--- config.mk ---
export PLATFORM = sky130hd
export DESIGN_NAME = sqrt_rr_scheduler
export DESIGN_NICKNAME = d
export VERILOG_FILES = /design/src/rtl/sqrt_sched_pkg.sv /design/src/rtl/sqrt_rr_scheduler_rr_arbiter.sv /design/src/rtl/sqrt_rr_scheduler.sv
export SDC_FILE = /design/constraint.sdc
export NUM_CORES = 1
export LEC_CHECK = 0
export CORE_ASPECT_RATIO = 0.8
export CORE_MARGIN = 2
export CORE_UTILIZATION = 40
export CTS_CLUSTER_DIAMETER = 150
export CTS_CLUSTER_SIZE = 10
export DETAILED_ROUTE_END_ITERATION = 12
export DONT_BUFFER_PORTS = 1
export HOLD_SLACK_MARGIN = 0.06
export PLACE_DENSITY = 0.54
export REMOVE_ABC_BUFFERS = 1
export SLEW_MARGIN = 20
export SYNTH_ARGS = -nofsm -noshare
export SYNTH_HDL_FRONTEND = slang
export SYNTH_SLANG_ARGS = --single-unit
--- constraint.sdc ---
create_clock -name aclk -period 4.2 [get_ports aclk]
set_input_delay 0.21 -clock aclk [delete_from_list [all_inputs] [get_ports aclk]]
set_output_delay 0.21 -clock aclk [all_outputs]
set_load 0.02 [all_outputs]
--- src/rtl/sqrt_sched_pkg.sv ---
// sqrt_sched_pkg: shared FSM states, channel-tag width helper and watchdog default for the sqrt scheduler
package sqrt_sched_pkg;
  typedef enum logic [1:0] {IDLE, ISSUE, WAIT, DONE} state_t;
  localparam int TIMEOUT_DEFAULT = 64;
  function automatic int ch_w(input int n);
    return (n > 1) ? $clog2(n) : 1;
  endfunction
endpackage

--- src/rtl/sqrt_rr_scheduler_rr_arbiter.sv ---
// rr_arbiter: combinational round-robin grant, first requester at or after ptr wins, wrapping to the lowest index
module rr_arbiter
  import sqrt_sched_pkg::*;
#(
  parameter int N_CH = 4,
  parameter int CH_W = ch_w(N_CH)
)(
  input  logic [N_CH-1:0] req,
  input  logic [CH_W-1:0] ptr,
  output logic [N_CH-1:0] grant,
  output logic [CH_W-1:0] grant_idx,
  output logic            any
);
  logic [CH_W-1:0] idx_hi, idx_lo;
  logic hi;
  always_comb begin
    hi = 1'b0;
    idx_hi = '0;
    idx_lo = '0;
    for (int k = N_CH - 1; k >= 0; k--) begin
      if (req[k]) idx_lo = CH_W'(k);
      if (req[k] && CH_W'(k) >= ptr) begin
        idx_hi = CH_W'(k);
        hi = 1'b1;
      end
    end
  end
  assign grant_idx = hi ? idx_hi : idx_lo;
  assign any = |req;
  assign grant = any ? N_CH'(1) << grant_idx : '0;
endmodule

--- src/rtl/sqrt_rr_scheduler.sv ---
// sqrt_rr_scheduler: round-robin share of one iterative sqrt core among N_CH channels; SQRT_SCHED_TIMEOUT_EN adds a WAIT watchdog
module sqrt_rr_scheduler
  import sqrt_sched_pkg::*;
#(
  parameter int N_CH = 4,
  parameter int inout_width = 16,
`ifdef SQRT_SCHED_TIMEOUT_EN
  parameter int TIMEOUT = TIMEOUT_DEFAULT,
`endif
  localparam int CH_W = ch_w(N_CH)
)(
  input  logic                          aclk,
  input  logic                          reset,
  input  logic [N_CH*2*inout_width-1:0] s_radicand,
  input  logic [N_CH-1:0]               s_valid,
  output logic [N_CH-1:0]               s_ready,
  output logic [2*inout_width-1:0]      core_radicand,
  output logic                          core_i_data_valid,
  input  logic [inout_width-1:0]        core_root,
  input  logic                          core_o_data_valid,
  input  logic                          core_error_value0,
  output logic [inout_width-1:0]        m_root,
  output logic [CH_W-1:0]               m_ch,
  output logic                          m_valid,
  output logic                          m_error,
  output logic                          busy
);
  localparam int RW = 2 * inout_width;
  state_t state, nxt;
  logic [CH_W-1:0] rr_ptr, cur_ch, grant_idx;
  logic [N_CH-1:0] grant;
  logic [RW-1:0] rad_arr [N_CH];
  logic any, timeout_hit, fire, accept;
  for (genvar g = 0; g < N_CH; g++) begin : g_rad
    assign rad_arr[g] = s_radicand[g*RW +: RW];
  end
  rr_arbiter #(.N_CH(N_CH), .CH_W(CH_W)) u_arb (
    .req(s_valid),
    .ptr(rr_ptr),
    .grant(grant),
    .grant_idx(grant_idx),
    .any(any)
  );
  assign accept = state == IDLE && any;
  assign s_ready = state == IDLE ? grant : '0;
  assign busy = state != IDLE;
  assign fire = state == WAIT && (core_o_data_valid || timeout_hit);
`ifdef SQRT_SCHED_TIMEOUT_EN
  logic [15:0] wd_cnt;
  always_ff @(posedge aclk or posedge reset)
    if (reset) wd_cnt <= '0;
    else wd_cnt <= state == WAIT ? wd_cnt + 16'd1 : '0;
  assign timeout_hit = wd_cnt == 16'(TIMEOUT - 1);
`else
  assign timeout_hit = 1'b0;
`endif
  always_ff @(posedge aclk or posedge reset)
    if (reset) state <= IDLE;
    else state <= nxt;
  always_comb
    nxt = state == IDLE  ? (any ? ISSUE : IDLE) :
          state == ISSUE ? WAIT :
          state == WAIT  ? (fire ? DONE : WAIT) : IDLE;
  always_ff @(posedge aclk or posedge reset) begin
    if (reset) begin
      rr_ptr <= '0;
      cur_ch <= '0;
      core_radicand <= '0;
      core_i_data_valid <= 1'b0;
      m_root <= '0;
      m_ch <= '0;
      m_valid <= 1'b0;
      m_error <= 1'b0;
    end else begin
      core_i_data_valid <= accept;
      m_valid <= fire;
      if (accept) begin
        core_radicand <= rad_arr[grant_idx];
        cur_ch <= grant_idx;
        rr_ptr <= grant_idx == CH_W'(N_CH - 1) ? '0 : grant_idx + 1'b1;
      end
      if (fire) begin
        m_root <= core_o_data_valid ? core_root : '0;
        m_ch <= cur_ch;
        m_error <= core_o_data_valid ? core_error_value0 : 1'b1;
      end
    end
  end
endmodule

==> results by group <==
Clock tree
  • TritonCTS clock tree: done
  • Number of clock sinks: a little under 60
  • Skew-Pair Late Insertion Delay: 320 ps
  • Clock tree root driver cell: sky130_fd_sc_hd__clkbuf_8
  • Clock-pin slew on the worst setup and hold paths: about 60 ps
  • Postcts setup bufs: 0
  • Number of buffers created by CTS: 9
  • Deepest level of the CTS H-tree: 3
  • CTS Buffer Depth: 2

Detailed routing
  • Count of TritonRoute iterations in the first routing pass: 4
  • Post-detailed-route DRC marker count: 0
  • Per-cell routed wire length: 20.81 um
  • Detail Route Antenna Nets: 0
  • Number of design-rule violations left by the first detailed-router iteration: 118
  • Detailed-route wire length: just under 10 mm
  • Vias: 2714
  • Avg Vias per Cell: 5.824

Worst setup path
  • Endpoint kind of the worst setup timing path: primary output
  • Cell class contributing the biggest share of worst-path delay: buffers and inverters
  • Top cell by count, worst path: sky130_fd_sc_hd__buf_16
  • Type of the worst setup path: register to primary output
  • Required time reported for the critical path endpoint: 3990 ps
  • Slowest CP cell: sky130_fd_sc_hd__inv_4
  • Slowest stage delay, CP: 440 ps
  • Startpoint class of the critical path: register
  • Highest fanout seen on the critical path: 36
  • Sum of buffers and inverters on the critical path: 4
  • Ordered cell list for the critical path: inv_1, ha_1, nand2b_1, inv_4, o21ai_4, buf_16, buf_16, nor2_1
  • Critical path arrival: 2630 ps

STA
  • Setup Viol. Count Final: 0
  • Max frequency: 352.4 MHz
  • Slack of the critical path: 1362 ps
  • Post-Route Skew: a little over 4 ps
  • Setup repair after global routing missed its margin: no
  • Fin crit period: around 2800 ps
  • Worst hold slack after final layout: 113.0 ps
  • Hold Vio Cnt, Final: 0
  • Actual slew at the worst max-slew pin: ~1000 ps
  • Worst rel slew slack: 0.3464
  • Slew Viols, Final: 0
  • Final Cycle Share: 0.6756
  • Final sum of negative setup slack: 0 ps

Yosys
  • Yosys warning count: 0
  • Portion of synthesized cell area occupied by the leading cell type: 0.4170
  • Post-synth EDFFs: 0
  • Part of the Yosys area used for sequential elements: 0.4170
  • Commonest cells in the synthesized netlist: 59 x sky130_fd_sc_hd__dfrtp_1, 39 x sky130_fd_sc_hd__nand2_1, 36 x sky130_fd_sc_hd__nor2_1
  • Ys async rst share: 1.000
  • Leading cell types by total area after synthesis: sky130_fd_sc_hd__dfrtp_1 42%, sky130_fd_sc_hd__a211oi_2 11%, sky130_fd_sc_hd__mux2i_1 9.3%, sky130_fd_sc_hd__a211oi_1 6.8%, sky130_fd_sc_hd__mux2_2 6.0%
  • Dominant register cell in the synthesized netlist: sky130_fd_sc_hd__dfrtp_1
  • Mean cell area of the mapped netlist: 10.32 um^2
  • #FFs+latches synth: 59
  • Library cell with the highest instance count after synthesis: sky130_fd_sc_hd__dfrtp_1
  • Instance count of the mapped netlist: 343
  • Cell area after synthesis: around 3500 um^2
  • Library cells used by synthesis: 31
  • Cell type with the highest aggregate area in the netlist: sky130_fd_sc_hd__dfrtp_1

Global routing
  • Total GRT Usage: 0.1987
  • Vias in the first global route: ~2600
  • Global-route wire length before repair: between 10 and 15 mm
  • Total congestion overflow: 0
  • Antenna violations before repair: 0
  • Largest net degree at the start of global routing: 38

Power and ir drop
  • Power per standard cell area: 810.7 nW/um^2
  • Pleak: 1.685 nW
  • Maximum vdd drop: a little over 0.3 mV

Die
  • Core area: 8558 um^2
  • Die outline area: 9626 um^2
  • Number of core rows: 30
  • Initial core utilization: 0.4137
  • IO Count: between 200 and 250
  • Width of the chip: 109.2 um
  • Vertical die dimension: just under 90 um

Place
  • Pre-CTS setup slack: around 1700 ps
  • Final weighted congestion in routability-driven placement: 0.7479
  • Hpwl dp: 6.756 mm
  • Placed cell area: 3605 um^2
  • Count of input and output buffers: 0

Worst hold path
  • Type of the tightest min-delay check: input pin to register

Finish
  • Synth-to-Final Area Change: 12.72%
  • Final Core Density: 0.4664
  • Fraction of layout instances using a drive strength above 1: 0.2288
  • Finished Cell Area: 3991 um^2
  • Antenna Diode Count: 0
  • Net count reported at finish: 506

Run
  • Max-cap violation count: 0

Outcome
  • Outcome: completed
[final timing paths]
kind,startpoint,to,slack (ps),cells after the start
setup / recovery,state[0],s_ready[1],1360,8
min in group asynchronous,reset,core_i_data_valid,370,2
max in group asynchronous,reset,core_radicand[19],2990,3
hold / removal,s_radicand[120],core_radicand[24],110,2
setup reg to reg,state[0],core_radicand[6],1720,9
hold reg to reg,cur_ch[0],cur_ch[0],480,2
[routing by layer]
metal,GRT usage,vias to the layer above,part of all wire
li1,-,1255,-
met1,0.2537,1328,0.41
met2,0.3377,121,0.50
met3,0.04464,10,0.071
met4,0.06329,0,0.012
met5,0,-,0
[sequential cells by signal (all words and copies together), names as in the netlist]
signal and cells:
m_root 16, core_i_data_valid 1, core_radicand 32, rr_ptr 2, m_valid 1, state 2
m_error 1, m_ch 2, cur_ch 2
[repair_timing]
action | in CTS | in global routing
setup endpoints to repair | 0 | 0
resized for setup | 0 | 0
endpoints found under the hold margin | 41 | 0
hold buffers | 18 | 0
[report_power, final]
part           switching [mW]  internal (mW)
clock                   0.217          0.330
combinational           0.749          0.547
sequential              0.534          0.859
total                    1.50           1.74
[metrics by stage]
stage	std cells	power, mW
CTS	466	3.268
finish	466	3.236
global placement	431	2.611
detailed placement	433	2.695
global route	466	3.458
floorplan	314	2.312
[layout by cell type (no fill, tap or decap), types with 5 or more instances in the layout]
master	instances
sky130_fd_sc_hd__dfrtp_1	59
sky130_fd_sc_hd__nand2_1	39
sky130_fd_sc_hd__nor2_1	35
sky130_fd_sc_hd__mux2i_1	33
sky130_fd_sc_hd__nor3_1	32
sky130_fd_sc_hd__a211oi_2	32
sky130_fd_sc_hd__a211oi_1	32
sky130_fd_sc_hd__mux2_2	19
sky130_fd_sc_hd__dlygate4sd3_1	18
sky130_fd_sc_hd__clkbuf_8	9
sky130_fd_sc_hd__inv_1	6
sky130_fd_sc_hd__buf_4	5
[kinds of logic (layout without fill, tap and decap cells)]
kind of cell    after synthesis  after routing  share of synthesized area
simple gates                118            118                     0.1466
fa+ha+maj                     4              4                    0.01413
flops                        59             59                     0.4170
compound gates               73             73                     0.2039
mux                          52             52                     0.1537
buf+inv                      37             48                    0.06467
[final cells by class]
class | count | area (um^2)
multi-input combinational | 247 | 1863
clock inverter | 5 | 78.83
tap | 112 | 140.1
sequential | 59 | 1476
timing repair buffer | 25 | 272.8
fill | 812 | 4567
clock buffer | 10 | 127.6
inverter | 8 | 32.53
Note: power is estimated with default switching activity, not from simulation.
